### config.mk
export PLATFORM = sky130hd
export DESIGN_NAME = imem_arbiter
export DESIGN_NICKNAME = d
export VERILOG_FILES = /design/src/rtl/imem_arbiter_pkg.sv /design/src/rtl/imem_arbiter.sv
export SDC_FILE = /design/constraint.sdc
export NUM_CORES = 1
export LEC_CHECK = 0
export BUFFER_PORTS_ARGS = -buffer_cell sky130_fd_sc_hd__buf_2
export CORE_MARGIN = 4
export CORE_UTILIZATION = 34
export CTS_BUF_LIST = sky130_fd_sc_hd__clkbuf_8 sky130_fd_sc_hd__clkbuf_16
export DETAILED_ROUTE_END_ITERATION = 10
export GPL_ROUTABILITY_DRIVEN = 0
export PLACE_DENSITY = 0.77
export SYNTH_ARGS = -nofsm -noshare
export SYNTH_HDL_FRONTEND = slang
export SYNTH_SLANG_ARGS = --single-unit
### constraint.sdc
create_clock -name clk -period 1.6 [get_ports clk]
set_input_delay 0 -clock clk [delete_from_list [all_inputs] [get_ports clk]]
set_output_delay 0 -clock clk [all_outputs]
set_load 0.005 [all_outputs]
### src/rtl/imem_arbiter_pkg.sv
// Shared widths, bus constants and response-FSM encodings for the
// instruction-memory arbiter.
package imem_arbiter_pkg;

   localparam int INST_ADDR_W = 32;
   localparam int INST_W      = 32;
   localparam int WAIT_W      = 4;

   localparam logic              CHIP_ENABLE  = 1'b1;
   localparam logic              CHIP_DISABLE = 1'b0;
   localparam logic [INST_W-1:0] ZEROWORD     = '0;

   typedef enum logic [1:0] {
      IMEM_ARB_IDLE   = 2'd0,
      IMEM_ARB_RESP_F = 2'd1,
      IMEM_ARB_RESP_D = 2'd2
   } resp_state_e;

endpackage

### src/rtl/imem_arbiter.sv
// Two-port arbiter in front of a single-port combinational instruction memory.
// Fetch has priority; the debug port wins after MAX_WAIT denied cycles.
//
// Handshake: a port holds req (and addr) until it sees gnt in the same cycle.
// A grant in cycle N yields rvalid with rdata for exactly one cycle in N+1.
// The port has no ready signal, so the response cannot be stalled.
module imem_arbiter
   import imem_arbiter_pkg::*;
#(
   parameter int MAX_WAIT = 4
) (
   input  logic                   clk,
   input  logic                   rst,
   input  logic                   f_req,
   input  logic [INST_ADDR_W-1:0] f_addr,
   input  logic                   f_flush,
   output logic                   f_gnt,
   output logic                   f_rvalid,
   output logic [INST_W-1:0]      f_rdata,
   input  logic                   d_req,
   input  logic [INST_ADDR_W-1:0] d_addr,
   output logic                   d_gnt,
   output logic                   d_rvalid,
   output logic [INST_W-1:0]      d_rdata,
   output logic                   mem_ce,
   output logic [INST_ADDR_W-1:0] mem_addr,
   input  logic [INST_W-1:0]      mem_inst,
   output logic [1:0]             dbg_state_o,
   output logic [WAIT_W-1:0]      dbg_wait_cnt_o
);

   localparam logic [WAIT_W-1:0] MAX_WAIT_C = WAIT_W'(MAX_WAIT);

   resp_state_e       state_q, state_d;
   logic [WAIT_W-1:0] wait_cnt_q, wait_cnt_d;
   logic [INST_W-1:0] resp_q, resp_d;
   logic              d_wins;

   // Grants stay combinational so a request is accepted in the cycle it appears.
   always_comb begin
      d_wins   = d_req && (wait_cnt_q == MAX_WAIT_C);
      f_gnt    = 1'b0;
      d_gnt    = 1'b0;
      mem_ce   = CHIP_DISABLE;
      mem_addr = ZEROWORD;
      if (!rst) begin
         f_gnt = f_req && !d_wins;
         d_gnt = d_req && (!f_req || d_wins);
      end
      if (f_gnt) begin
         mem_ce   = CHIP_ENABLE;
         mem_addr = f_addr;
      end else if (d_gnt) begin
         mem_ce   = CHIP_ENABLE;
         mem_addr = d_addr;
      end
   end

   always_comb begin
      wait_cnt_d = '0;
      if (d_req && !d_gnt) begin
         wait_cnt_d = (wait_cnt_q == '1) ? wait_cnt_q : wait_cnt_q + 1'b1;
      end
   end

   // A flushed fetch still reads memory but produces no response.
   always_comb begin
      state_d = IMEM_ARB_IDLE;
      resp_d  = resp_q;
      if (f_gnt || d_gnt) begin
         resp_d = mem_inst;
      end
      if (f_gnt && !f_flush) begin
         state_d = IMEM_ARB_RESP_F;
      end else if (d_gnt) begin
         state_d = IMEM_ARB_RESP_D;
      end
   end

   always_ff @(posedge clk or posedge rst) begin
      if (rst) begin
         state_q    <= IMEM_ARB_IDLE;
         wait_cnt_q <= '0;
         resp_q     <= ZEROWORD;
      end else begin
         state_q    <= state_d;
         wait_cnt_q <= wait_cnt_d;
         resp_q     <= resp_d;
      end
   end

   always_comb begin
      f_rvalid = (state_q == IMEM_ARB_RESP_F);
      d_rvalid = (state_q == IMEM_ARB_RESP_D);
      f_rdata  = f_rvalid ? resp_q : ZEROWORD;
      d_rdata  = d_rvalid ? resp_q : ZEROWORD;
   end

   assign dbg_state_o    = state_q;
   assign dbg_wait_cnt_o = wait_cnt_q;

endmodule

---- Word level (Yosys, flattened, before mapping) ----
Index checks and enable logic that the tools add are counted.
operators by class
  add/subtract/negate cells ............... 1
  eq/ne operators ......................... 5
  mux-type cells .......................... 12
  reductions and logical operators ........ 11
operator list
  operator                                                                count
  32-bit 2-to-1 mux                                                       4
  4-bit 2-to-1 mux                                                        2
  1-bit logical AND                                                       5
  4-bit by 1-bit adder with 4-bit output (second input constant)          1
  4-bit by 3-bit equality test with 1-bit output (second input constant)  1
  4-bit equality test (second input constant)                             1
  1-bit zero test                                                         4
  1-bit 2-to-1 mux                                                        4
  2-bit 2-to-1 mux                                                        2
  2-bit by 1-bit equality test with 1-bit output (second input constant)  1
  2-bit equality test (second input constant)                             1
  1-bit logical OR                                                        2
  2-bit != test (second input constant)                                   1
word-level totals
  bits in registers ....................... 38
  bits of input ports ..................... 101
  output and inout port bits .............. 107
  word-level logic and storage cells ...... 32

---- Longest topological paths before layout ----
  depth after elaboration ................. 8
  gate-level depth with buffers ........... 7
  depth with buffers taken out ............ 5

---- Worst setup path before layout ----
OpenSTA, ideal clock, no wires.
  path type ............................... input to register
  from .................................... input port rst
  to ...................................... register resp_q[0]
  data arrival time ....................... 1565 ps
  data required time ...................... 1475 ps
  slack ................................... -89 ps
  stages .................................. 4
  cell sequence ........................... inv_1 -> o21ai_2 -> buf_2 -> mux2_2
on the way
  word-level cells in the longest chain between the ends .. 2
  elaborated cells between the ends (all ways) .. 3
  those cells by class .................... mux (2); reduce/logical (1)
ends and longest elaborated chain
  element                 line                RTL
  start: declaration      imem_arbiter.sv:13  input logic rst,
  1-bit 2-to-1 mux        imem_arbiter.sv:46  if (!rst) begin
  1-bit logical OR (*)    imem_arbiter.sv:70  if (f_gnt || d_gnt) begin
  end signal: assignment  imem_arbiter.sv:88  resp_q <= resp_d;
  end: declaration        imem_arbiter.sv:36  logic [INST_W-1:0] resp_q, resp_d;
Mark *: on every way between the ends. The rest lies on a longest branch, timed or not.
A chain may end at the register's enable or synchronous reset.

---- Worst setup path in the final report ----
  from .................................... register wait_cnt_q[0] (netlist: dbg_wait_cnt_o[0])
  to ...................................... output port mem_addr[7]
on the way
  word-level cells in the longest chain between the ends .. 7
  elaborated cells between the ends (all ways) .. 10
  those cells by class .................... eq/ne (1); mux (4); reduce/logical (5)
ends and longest elaborated chain
  element                                             line                RTL
  start: declaration                                  imem_arbiter.sv:35  logic [WAIT_W-1:0] wait_cnt_q, wait_cnt_d;
  start signal: assignment                            imem_arbiter.sv:87  wait_cnt_q <= wait_cnt_d;
  4-bit by 3-bit equality test with 1-bit output (*)  imem_arbiter.sv:41  d_wins = d_req && (wait_cnt_q == MAX_WAIT_C);
  1-bit logical AND (*)                               imem_arbiter.sv:41
  1-bit logical OR                                    imem_arbiter.sv:48  d_gnt = d_req && (!f_req || d_wins);
  1-bit logical AND                                   imem_arbiter.sv:48
  1-bit 2-to-1 mux                                    imem_arbiter.sv:46
  32-bit 2-to-1 mux                                   imem_arbiter.sv:53  end else if (d_gnt) begin
  32-bit 2-to-1 mux (*)                               imem_arbiter.sv:50  if (f_gnt) begin
  end: declaration                                    imem_arbiter.sv:26  output logic [INST_ADDR_W-1:0] mem_addr,
Marks and branches as above.

==> flow_metrics.tcl <==
set metrics [dict create \
    start_kind "flop" \
    peakVddDrop_mv 0.3575 \
    skew_ps 2.756 \
    setup_viol 33 \
    fmax_mhz 556.1 \
    routedWlPerCell_um 15.52 \
    endpoint_kind "output pin" \
    yosysUniqueCellTypes 24 \
    layout-drive-gt1-share 0.5904 \
    ys_seq_area_frac 0.4108 \
    mostFrequentLayoutCells "buf_2 (204), and2_1 (64), dfrtp_1 (38)" \
    clock-sinks 38 \
    wirelength_mm 8.317 \
    violations "setup timing" \
    antenna_found_initial 0 \
    n_fill_cell 503 \
    syn_nets 313 \
    first_iter_violations 25 \
    vias 2527 \
    dpl.hpwl_mm 6.006 \
    numCtsBuffers 5 \
    syn_inst 210 \
    worst_ep_required_time_ps 1600 \
    min-delay-start "f_req" \
    grt-ovfl-total 0 \
    cts_tree "yes" \
    syn-cell-area_um2 2315 \
    grt_usage 0.1912 \
    timing.hold.ws_ps 48.39 \
    critPathKind "reg2out" \
    rows 29 \
    max_slew_margin 0.7231 \
    cts.path.max_buffers 2 \
    worstMarginPinSlew_ps 415.3 \
    yosysWarningCount 0 \
    clkTransAtPathRegs_ps 70 \
    clk_latency_ps 280 \
    hp-class "in2reg" \
    start_util 0.3564 \
    die_y_um 90.51 \
    io_buffers 207 \
    grt_max_degree 36 \
    drcViolationCount 0 \
    reg2reg_to "dbg_state_o[0]$_DFF_PP0_" \
    syn_to_final_growth_pct 75.14 \
    maxCapViolCount 0 \
    grt_pass1_vias 2583 \
    fin_crit_ps 1798 \
    cp-startpoint "dbg_wait_cnt_o[0]$_DFFE_PP0P_" \
    first_pass_iters 4 \
    crit_path_end "mem_addr[7]" \
    path_max_fanout 15 \
    multiInputGateArea_um2 1240 \
    die_area_um2 8192 \
    ant_nets 0 \
    synth_area_per_cell_um2 11.02 \
    n_antenna_cell 0 \
    coreArea_um2 6495 \
    layout.area.seq_um2 950.9 \
    ff2ff_path_depth 6 \
    nNetsFinal 561 \
    critPathArrivalTime_ps 1800 \
    final_common_cell "buf_2" \
    final-hold-violation-count 0 \
    yosysTopAreaCell "dfrtp_1" \
    io-pin-count 208 \
    final_util 0.6242 \
    setup_slack_ps -198.3 \
    ys_ff_latch 38 \
    r2r-start "dbg_wait_cnt_o[0]$_DFFE_PP0P_" \
    grt_pass1_wl_mm 12.69 \
    fin_crit_sh 1.124 \
    viasPerCell 4.715 \
    status "finished, violations left" \
    htreeDepth 2 \
    rsz0062_at_grt "true" \
    synth_top_area_share 0.4108 \
    slew_violations 0 \
    regToRegSetupSlack_ps 220 \
    power.density_nw_per_um2 700.9 \
    die_w_um 90.51 \
    leakagePower_uw 0.002258 \
    ys_top_cells_by_area "dfrtp_1 (41%), and2_1 (17%), mux2_2 (16%)" \
    clockRootBuffer "clkbuf_8" \
]
==> worst min-delay path by stage <==
| stage | cells after the start | end | slack [ps] |
|---|---|---|---|
| after floorplan | 1 | dbg_state_o[0]$_DFF_PP0_ | -20 |
| after global placement | 2 | dbg_wait_cnt_o[3]$_DFFE_PP0P_ | -40 |
| after detailed placement | 2 | dbg_wait_cnt_o[0]$_DFFE_PP0P_ | -40 |
| after CTS | 2 | dbg_state_o[1]$_DFF_PP0_ | 20 |
| after global routing | 2 | dbg_state_o[1]$_DFF_PP0_ | 40 |
| final | 2 | dbg_state_o[1]$_DFF_PP0_ | 50 |
==> logic make-up after synthesis <==
kind of cell | Yosys count | share of synthesized area
xor+xnor | 1 | 0.003784
simple gates | 76 | 0.2076
fa+ha+maj | 2 | 0.01081
mux | 33 | 0.1600
buf+inv | 22 | 0.06000
flops | 38 | 0.4108
compound gates | 38 | 0.1470
==> report_power, final <==
group          internal (µW)  switching (µW)
combinational            440             281
sequential              1070            71.4
clock                    665             309
total                   2180             661
==> stage by stage <==
stage,instance area (µm²),setup WS [ps],TNS [ps],instances,total power (µW)
global route,4054,-276.3,-8565,536,3000
global placement,3447,101.2,0,489,1761
floorplan,2318,45.81,0,210,1465
finish,4054,-198.3,-5801,536,2841
detailed placement,3447,80.97,0,489,1787
CTS,3985,-214.8,-6060,533,2853
==> state kept, by name, summed over array words and instances (netlist names) <==
name            cells
resp_q             32
dbg_wait_cnt_o      4
dbg_state_o         2
==> worst max-delay path, stage by stage, from the launching register on <==
cell      delay (ps)
dfrtp_1          380
inv_1             60
ha_2             180
nand3b_4         110
o211a_4          270
buf_6            150
a22o_1           250
buf_2            130
==> cell usage after synthesis <==
cell type	count
and2_1	64
dfrtp_1	38
a22o_1	32
mux2_2	32
buf_6	7
clkbuf_1	6
inv_1	6
buf_2	3
nor2b_1	3
nor3_1	3
ha_1	2
nand3_1	2
a2111oi_0	1
a211oi_1	1
a211oi_4	1
a21oi_1	1
and3_1	1
mux2i_1	1
nand3b_4	1
nor2_1	1
nor4_1	1
o211a_1	1
o21ai_2	1
xnor2_1	1
==> cell type report <==
type	count	share of cell area
timing repair buffer	257	0.3941
multi-input combinational	150	0.3059
sequential	38	0.2346
tap	77	0.02377
clock buffer	6	0.02037
clock inverter	2	0.01481
inverter	6	0.006481
==> timing repair <==
action,CTS,global route
setup endpoints to repair,34,65
gates cloned,1,1
endpoints found under the hold margin,72,0
pin swaps,1,1
hold buffers,34,0
setup buffers,1,2
resized for setup,6,5
==> metal layers <==
layer | track usage | wire length (µm) | up-vias
met5 | 0 | 0 | -
met4 | 0.05357 | 104 | 0
met3 | 0.07083 | 792 | 8
met2 | 0.3786 | 4545 | 132
met1 | 0.1802 | 2875 | 1158
li1 | - | - | 1229
(Power assumes the default switching activity.)
